===== src/rtl/vga_arb_pkg.sv =====
// vga_arb_pkg: shared types and default widths
// for the VGA / CPU display memory arbiter.
package vga_arb_pkg;

  localparam int ADDR_W_DEF = 14;
  localparam int DATA_W_DEF = 8;

  typedef enum logic [1:0] {
    NONE   = 2'd0,
    VGA    = 2'd1,
    CPU_RD = 2'd2,
    CPU_WR = 2'd3
  } own_t;

endpackage


===== src/rtl/vga_mem_arbiter_wait_counter.sv =====
// arb_wait_counter: saturating refusal counter with clear,
// flags when the CPU has waited MAX refused cycles.
module arb_wait_counter #(
  parameter int MAX = 8
) (
  input  logic clkIn,
  input  logic rstN,
  input  logic inc,
  input  logic clr,
  output logic atMax
);

  localparam int W = (MAX < 1) ? 1 : $clog2(MAX + 1);

  logic [W-1:0] cnt;

  assign atMax = (cnt == W'(MAX));

  // count refused cycles, hold at MAX, clear on issue
  always_ff @(posedge clkIn or negedge rstN) begin
    if (!rstN) begin
      cnt <= '0;
    end else if (clr) begin
      cnt <= '0;
    end else if (inc && !atMax) begin
      cnt <= cnt + 1'b1;
    end
  end

endmodule


===== src/rtl/vga_mem_arbiter.sv =====
// vga_mem_arbiter: display memory arbiter, scanout over CPU.
// Define VGA_ARB_STARVE_GUARD_EN to bound CPU wait on solid ticks.
module vga_mem_arbiter
  import vga_arb_pkg::*;
#(
  parameter int ADDR_W       = ADDR_W_DEF,
  parameter int DATA_W       = DATA_W_DEF,
  parameter int CPU_MAX_WAIT = 8
) (
  input  logic              clkIn,
  input  logic              rstN,
  input  logic              pixelTick,
  input  logic [ADDR_W-1:0] vgaAddr,
  output logic [DATA_W-1:0] vgaData,
  output logic              vgaValid,
  output logic              vgaMiss,
  input  logic              cpuReq,
  input  logic              cpuWe,
  input  logic [ADDR_W-1:0] cpuAddr,
  input  logic [DATA_W-1:0] cpuWdata,
  output logic [DATA_W-1:0] cpuRdata,
  output logic              cpuAck,
  output logic [ADDR_W-1:0] memAddr,
  output logic              memWe,
  output logic [DATA_W-1:0] memWdata,
  input  logic [DATA_W-1:0] memRdata
);

  own_t own1;
  own_t own2;
  logic cpuBusy;
  logic cpuElig;
  logic cpuIssue;
  logic vgaIssue;
  logic forceCpu;
  logic cpuDone;

  if (CPU_MAX_WAIT < 1) begin : gWaitCheck
    $error("CPU_MAX_WAIT must be at least 1");
  end

  // the ack cycle still counts as busy: the
  // requester only drops cpuReq after seeing it
  assign cpuElig = cpuReq && !cpuBusy && !cpuAck;

`ifdef VGA_ARB_STARVE_GUARD_EN
  logic waitMax;

  assign forceCpu = cpuElig && waitMax;

  arb_wait_counter #(
    .MAX(CPU_MAX_WAIT)
  ) uWait (
    .clkIn(clkIn),
    .rstN (rstN),
    .inc  (cpuElig && !cpuIssue),
    .clr  (cpuIssue),
    .atMax(waitMax)
  );

  // report the tick lost to a forced CPU issue
  always_ff @(posedge clkIn or negedge rstN) begin
    if (!rstN) begin
      vgaMiss <= 1'b0;
    end else begin
      vgaMiss <= pixelTick && forceCpu;
    end
  end
`else
  assign forceCpu = 1'b0;
  assign vgaMiss  = 1'b0;
`endif

  assign vgaIssue = pixelTick && !forceCpu;
  assign cpuIssue = cpuElig && (!pixelTick || forceCpu);
  assign cpuDone  = (own1 == CPU_WR) || (own2 == CPU_RD);

  // issue stage: one memory access per cycle
  always_ff @(posedge clkIn or negedge rstN) begin
    if (!rstN) begin
      memAddr  <= '0;
      memWe    <= 1'b0;
      memWdata <= '0;
      own1     <= NONE;
    end else begin
      unique case (1'b1)
        vgaIssue: begin
          memAddr <= vgaAddr;
          memWe   <= 1'b0;
          own1    <= VGA;
        end
        cpuIssue: begin
          memAddr  <= cpuAddr;
          memWe    <= cpuWe;
          memWdata <= cpuWdata;
          own1     <= cpuWe ? CPU_WR : CPU_RD;
        end
        default: begin
          memWe <= 1'b0;
          own1  <= NONE;
        end
      endcase
    end
  end

  // capture stage: route read data, ack the CPU
  always_ff @(posedge clkIn or negedge rstN) begin
    if (!rstN) begin
      own2     <= NONE;
      vgaData  <= '0;
      vgaValid <= 1'b0;
      cpuRdata <= '0;
      cpuAck   <= 1'b0;
      cpuBusy  <= 1'b0;
    end else begin
      own2     <= own1;
      vgaValid <= (own2 == VGA);
      cpuAck   <= cpuDone;
      if (own2 == VGA) begin
        vgaData <= memRdata;
      end
      if (own2 == CPU_RD) begin
        cpuRdata <= memRdata;
      end
      if (cpuIssue) begin
        cpuBusy <= 1'b1;
      end else if (cpuDone) begin
        cpuBusy <= 1'b0;
      end
    end
  end

endmodule


===== config.mk =====
export PLATFORM = sky130hd
export DESIGN_NAME = vga_mem_arbiter
export DESIGN_NICKNAME = d
export VERILOG_FILES = /design/src/rtl/vga_arb_pkg.sv /design/src/rtl/vga_mem_arbiter_wait_counter.sv /design/src/rtl/vga_mem_arbiter.sv
export SDC_FILE = /design/constraint.sdc
export NUM_CORES = 1
export LEC_CHECK = 0
export BUFFER_PORTS_ARGS = -buffer_cell sky130_fd_sc_hd__clkbuf_2
export CORE_MARGIN = 5
export CORE_UTILIZATION = 40
export CTS_CLUSTER_DIAMETER = 200
export DETAILED_ROUTE_END_ITERATION = 10
export PLACE_DENSITY = 0.71
export SETUP_SLACK_MARGIN = 0.15
export SLEW_MARGIN = 20
export SYNTH_ARGS = -nofsm -noshare
export SYNTH_HDL_FRONTEND = slang
export SYNTH_SLANG_ARGS = --single-unit

===== constraint.sdc =====
create_clock -name clkIn -period 1.43 [get_ports clkIn]
set_input_delay 0.0715 -clock clkIn [delete_from_list [all_inputs] [get_ports clkIn]]
set_output_delay 0.0715 -clock clkIn [all_outputs]
set_load 0.1 [all_outputs]

==> impl_metrics.csv <==
group,metric,value,unit
detailed_routing,drt_iter0_drc,25,
floorplanning,die_w,77.4,microns
final_layout,drive_gt1_frac,0.594,
setup_path,rr_worst_depth,3,
grt,first_global_vias,1391,
worst_hold_path,hold_path.class,"in2reg",
timing,holdWs,0.0190,ns
yosys,synth_top_cell_by_area,"dfrtp_1",
outcome,status,"finished with violations",
grt,grt_use_total,0.141,
grt,grt_pass1_wl,6770,microns
yosys,yosysWarnings,0,
place,dp_hpwl,2970,microns
timing,finalMaxSlewViolations,0,
detailed_routing,met3_length,417,microns
timing,fin_crit,1.44,ns
setup_path,max_stage_delay,0.50,ns
clocking,tritoncts,"done",
floorplanning,die_h,77.4,microns
detailed_routing,wl_per_cell,14.7,microns
final_layout,area_delta_synth_final,47.2,%
timing,hold_violations,0,
detailed_routing,met2_length,1870,microns
yosys,synth_nets,167,
yosys,synth_top_area_share,0.634,
place,finalWeightedCongestion,0.664,
timing,worst_pin_slew,0.553,ns
yosys,ys_seq_elements,46,
timing,max_freq,0.695,GHz
yosys,ys_seq_area_frac,0.634,
setup_path,slowest_stage,"dfrtp_4",
clocking,clkSinkCount,46,
detailed_routing,wirelength,4130,microns
final_layout,insertedDiodeCount,0,
setup_path,crit_path_start,"cpuAck",
detailed_routing,dr_total_vias,1369,
final_layout,final_nets,277,
setup_path,startpoint_type,"flip-flop",
setup_path,endpoint,"memWdata[0]",
timing,finalWorstSetupSlack,-0.00983,ns
final_layout,fin_area,2670,sq um
yosys,synth.distinct_cells,19,
detailed_routing,drc_errors,0,
setup_path,timing.reg2reg.setup_slack,-0.01,ns
place,placed_cell_area,2340,sq um
clocking,clock_latency,0.30,ns
floorplanning,ios,91,
setup_path,worstSetupPathType,"reg2reg",
yosys,netlist_instances,118,
clocking,clockBufferDepth,2,
setup_path,crit_arrival,1.62,ns
detailed_routing,highest_layer,"met4",
grt,grt_antenna_before_repair,0,
setup_path,timing.rr.end,"memWdata[0]",
detailed_routing,dr.pass1.iters,4,
detailed_routing,ant_nets,0,
yosys,synth_area_leaders,"dfrtp_1, mux2_2, a22o_1",
floorplanning,start_util,0.414,
timing,rsz0062_at_grt,"true",
yosys,syn-cell-area,1820,sq um
final_layout,nFillCells,361,
place,port_buffers,89,
floorplanning,fp.dieArea,5990,sq um
timing,fin_crit_sh,1.01,
outcome,violations,"negative setup slack",
place,pre_cts_ws,-0.0930,ns
clocking,htreeDepth,2,
clocking,clkTransAtPathRegs,0.09,ns
setup_path,worstPathMaxFanout,11,
yosys,syn_area_per_cell,15.4,sq um
setup_path,required,1.61,ns
detailed_routing,routedLengthMet1,1800,microns
detailed_routing,viasPerCell,4.87,
timing,setup_viol,8,
clocking,cts_buffers,5,
setup_path,rr_startpoint,"cpuAck",
grt,overflow,0,
setup_path,endpoint_kind,"flip-flop",
floorplanning,rows,24,
setup_path,crit_chain,"nor4b_4 -> buf_12 -> mux2_4",
timing,fin_skew,0.00758,ns
timing,maxSlewHeadroom,0.633,
clocking,cts-root-buf,"clkbuf_8",
flow_run,max-cap-violations,0,
floorplanning,core,4380,sq um
grt,grt_start_max_net_pins,26,
==> registers in the layout, indices dropped and copies added (netlist names) <==
| name | cells |
|---|---|
| cpuBusy | 1 |
| cpuRdata | 8 |
| cpuAck | 1 |
| memWe | 1 |
| own2 | 2 |
| vgaData | 8 |
| memAddr | 14 |
| own1 | 2 |
| vgaValid | 1 |
| memWdata | 8 |
==> cells in the final DEF, fill, tap and decap left out, types with 2 or more instances in the layout <==
cell type / instances
clkbuf_2: 88
dfrtp_1: 42
a22o_1: 14
a21o_1: 14
mux2_2: 13
dlygate4sd3_1: 12
mux2_4: 8
buf_4: 6
clkbuf_8: 5
mux2_1: 3
dfrtp_2: 3
nor2_1: 2
nand2_1: 2
bufinv_16: 2
buf_12: 2
==> critical path, delay by kind of cell, from the launching register on <==
family / cells / cell delay [ns]
and+or+nand+nor: 1 / 0.31
muxes: 1 / 0.31
buffers and inverters: 1 / 0.20
DFF: 1 / 0.50
==> area by class of cell <==
cell class              count  area [sq um]  area share
flip-flops and latches     46          1160       0.434
clock inverters             3          68.8      0.0257
clock buffers               5          68.8      0.0257
well taps                  52          65.1      0.0243
repair buffers            111           689       0.258
multi-input cells          64           622       0.233
==> worst min path at each step <==
stage	from	slack, ns	endpoint	cells after the start
floorplan	rstN	-0.22	cpuBusy	0
global placement	rstN	0.04	vgaData[0]	1
detailed placement	rstN	0.04	cpuRdata[0]	1
CTS	memRdata[5]	0.005	cpuRdata[5]	2
global route	cpuWdata[0]	0.00009	memWdata[0]	2
finish	memRdata[5]	0.02	cpuRdata[5]	2
==> layer usage <==
metal,up-vias,GRT usage
li1,647,-
met1,652,0.193
met2,65,0.207
met3,5,0.0590
met4,0,0.0412
met5,-,0
==> synthesized netlist by cell type (all sizes together) <==
library cell and count:
a21o 14, a22o 14, a31o 1, and2 1, buf 6, clkbuf 2, conb 1, dfrtp 46
mux2 24, nand2 2, nand2b 1, nor2 3, nor2b 1, nor3b 1, nor4b 1
==> logic make-up after synthesis <==
logic type,share of synthesized area
DFF,0.634
AOI/OAI and AO/OA,0.130
muxes,0.163
and+or+nand+nor,0.0379
buffers and inverters,0.0324
other,0.00207
==> timing repair <==
action                                  in CTS  in global routing
setup buffers                                0                  2
hold buffers                                12                  0
endpoints found under the hold margin       28                  0
pin swaps                                    0                  5
endpoints found under the setup margin      32                 23
gates cloned                                 0                  2
resized for setup                            3                  2
==> through the flow <==
| step | utilization | setup TNS [ns] | instances |
|---|---|---|---|
| 2_1_floorplan | - | -2.00 | 118 |
| 3_5_place_dp | 0.533 | -1.21 | 257 |
| 6_report | 0.610 | -0.0272 | 281 |
| 5_1_grt | 0.610 | -0.499 | 281 |
| 4_1_cts | 0.593 | -0.000913 | 277 |
| 3_3_place_gp | 0.533 | -0.401 | 257 |
Power is left out: the tool's default activity adds up to more than one toggle a clock period on the data nets, which glitch-free logic cannot reach.
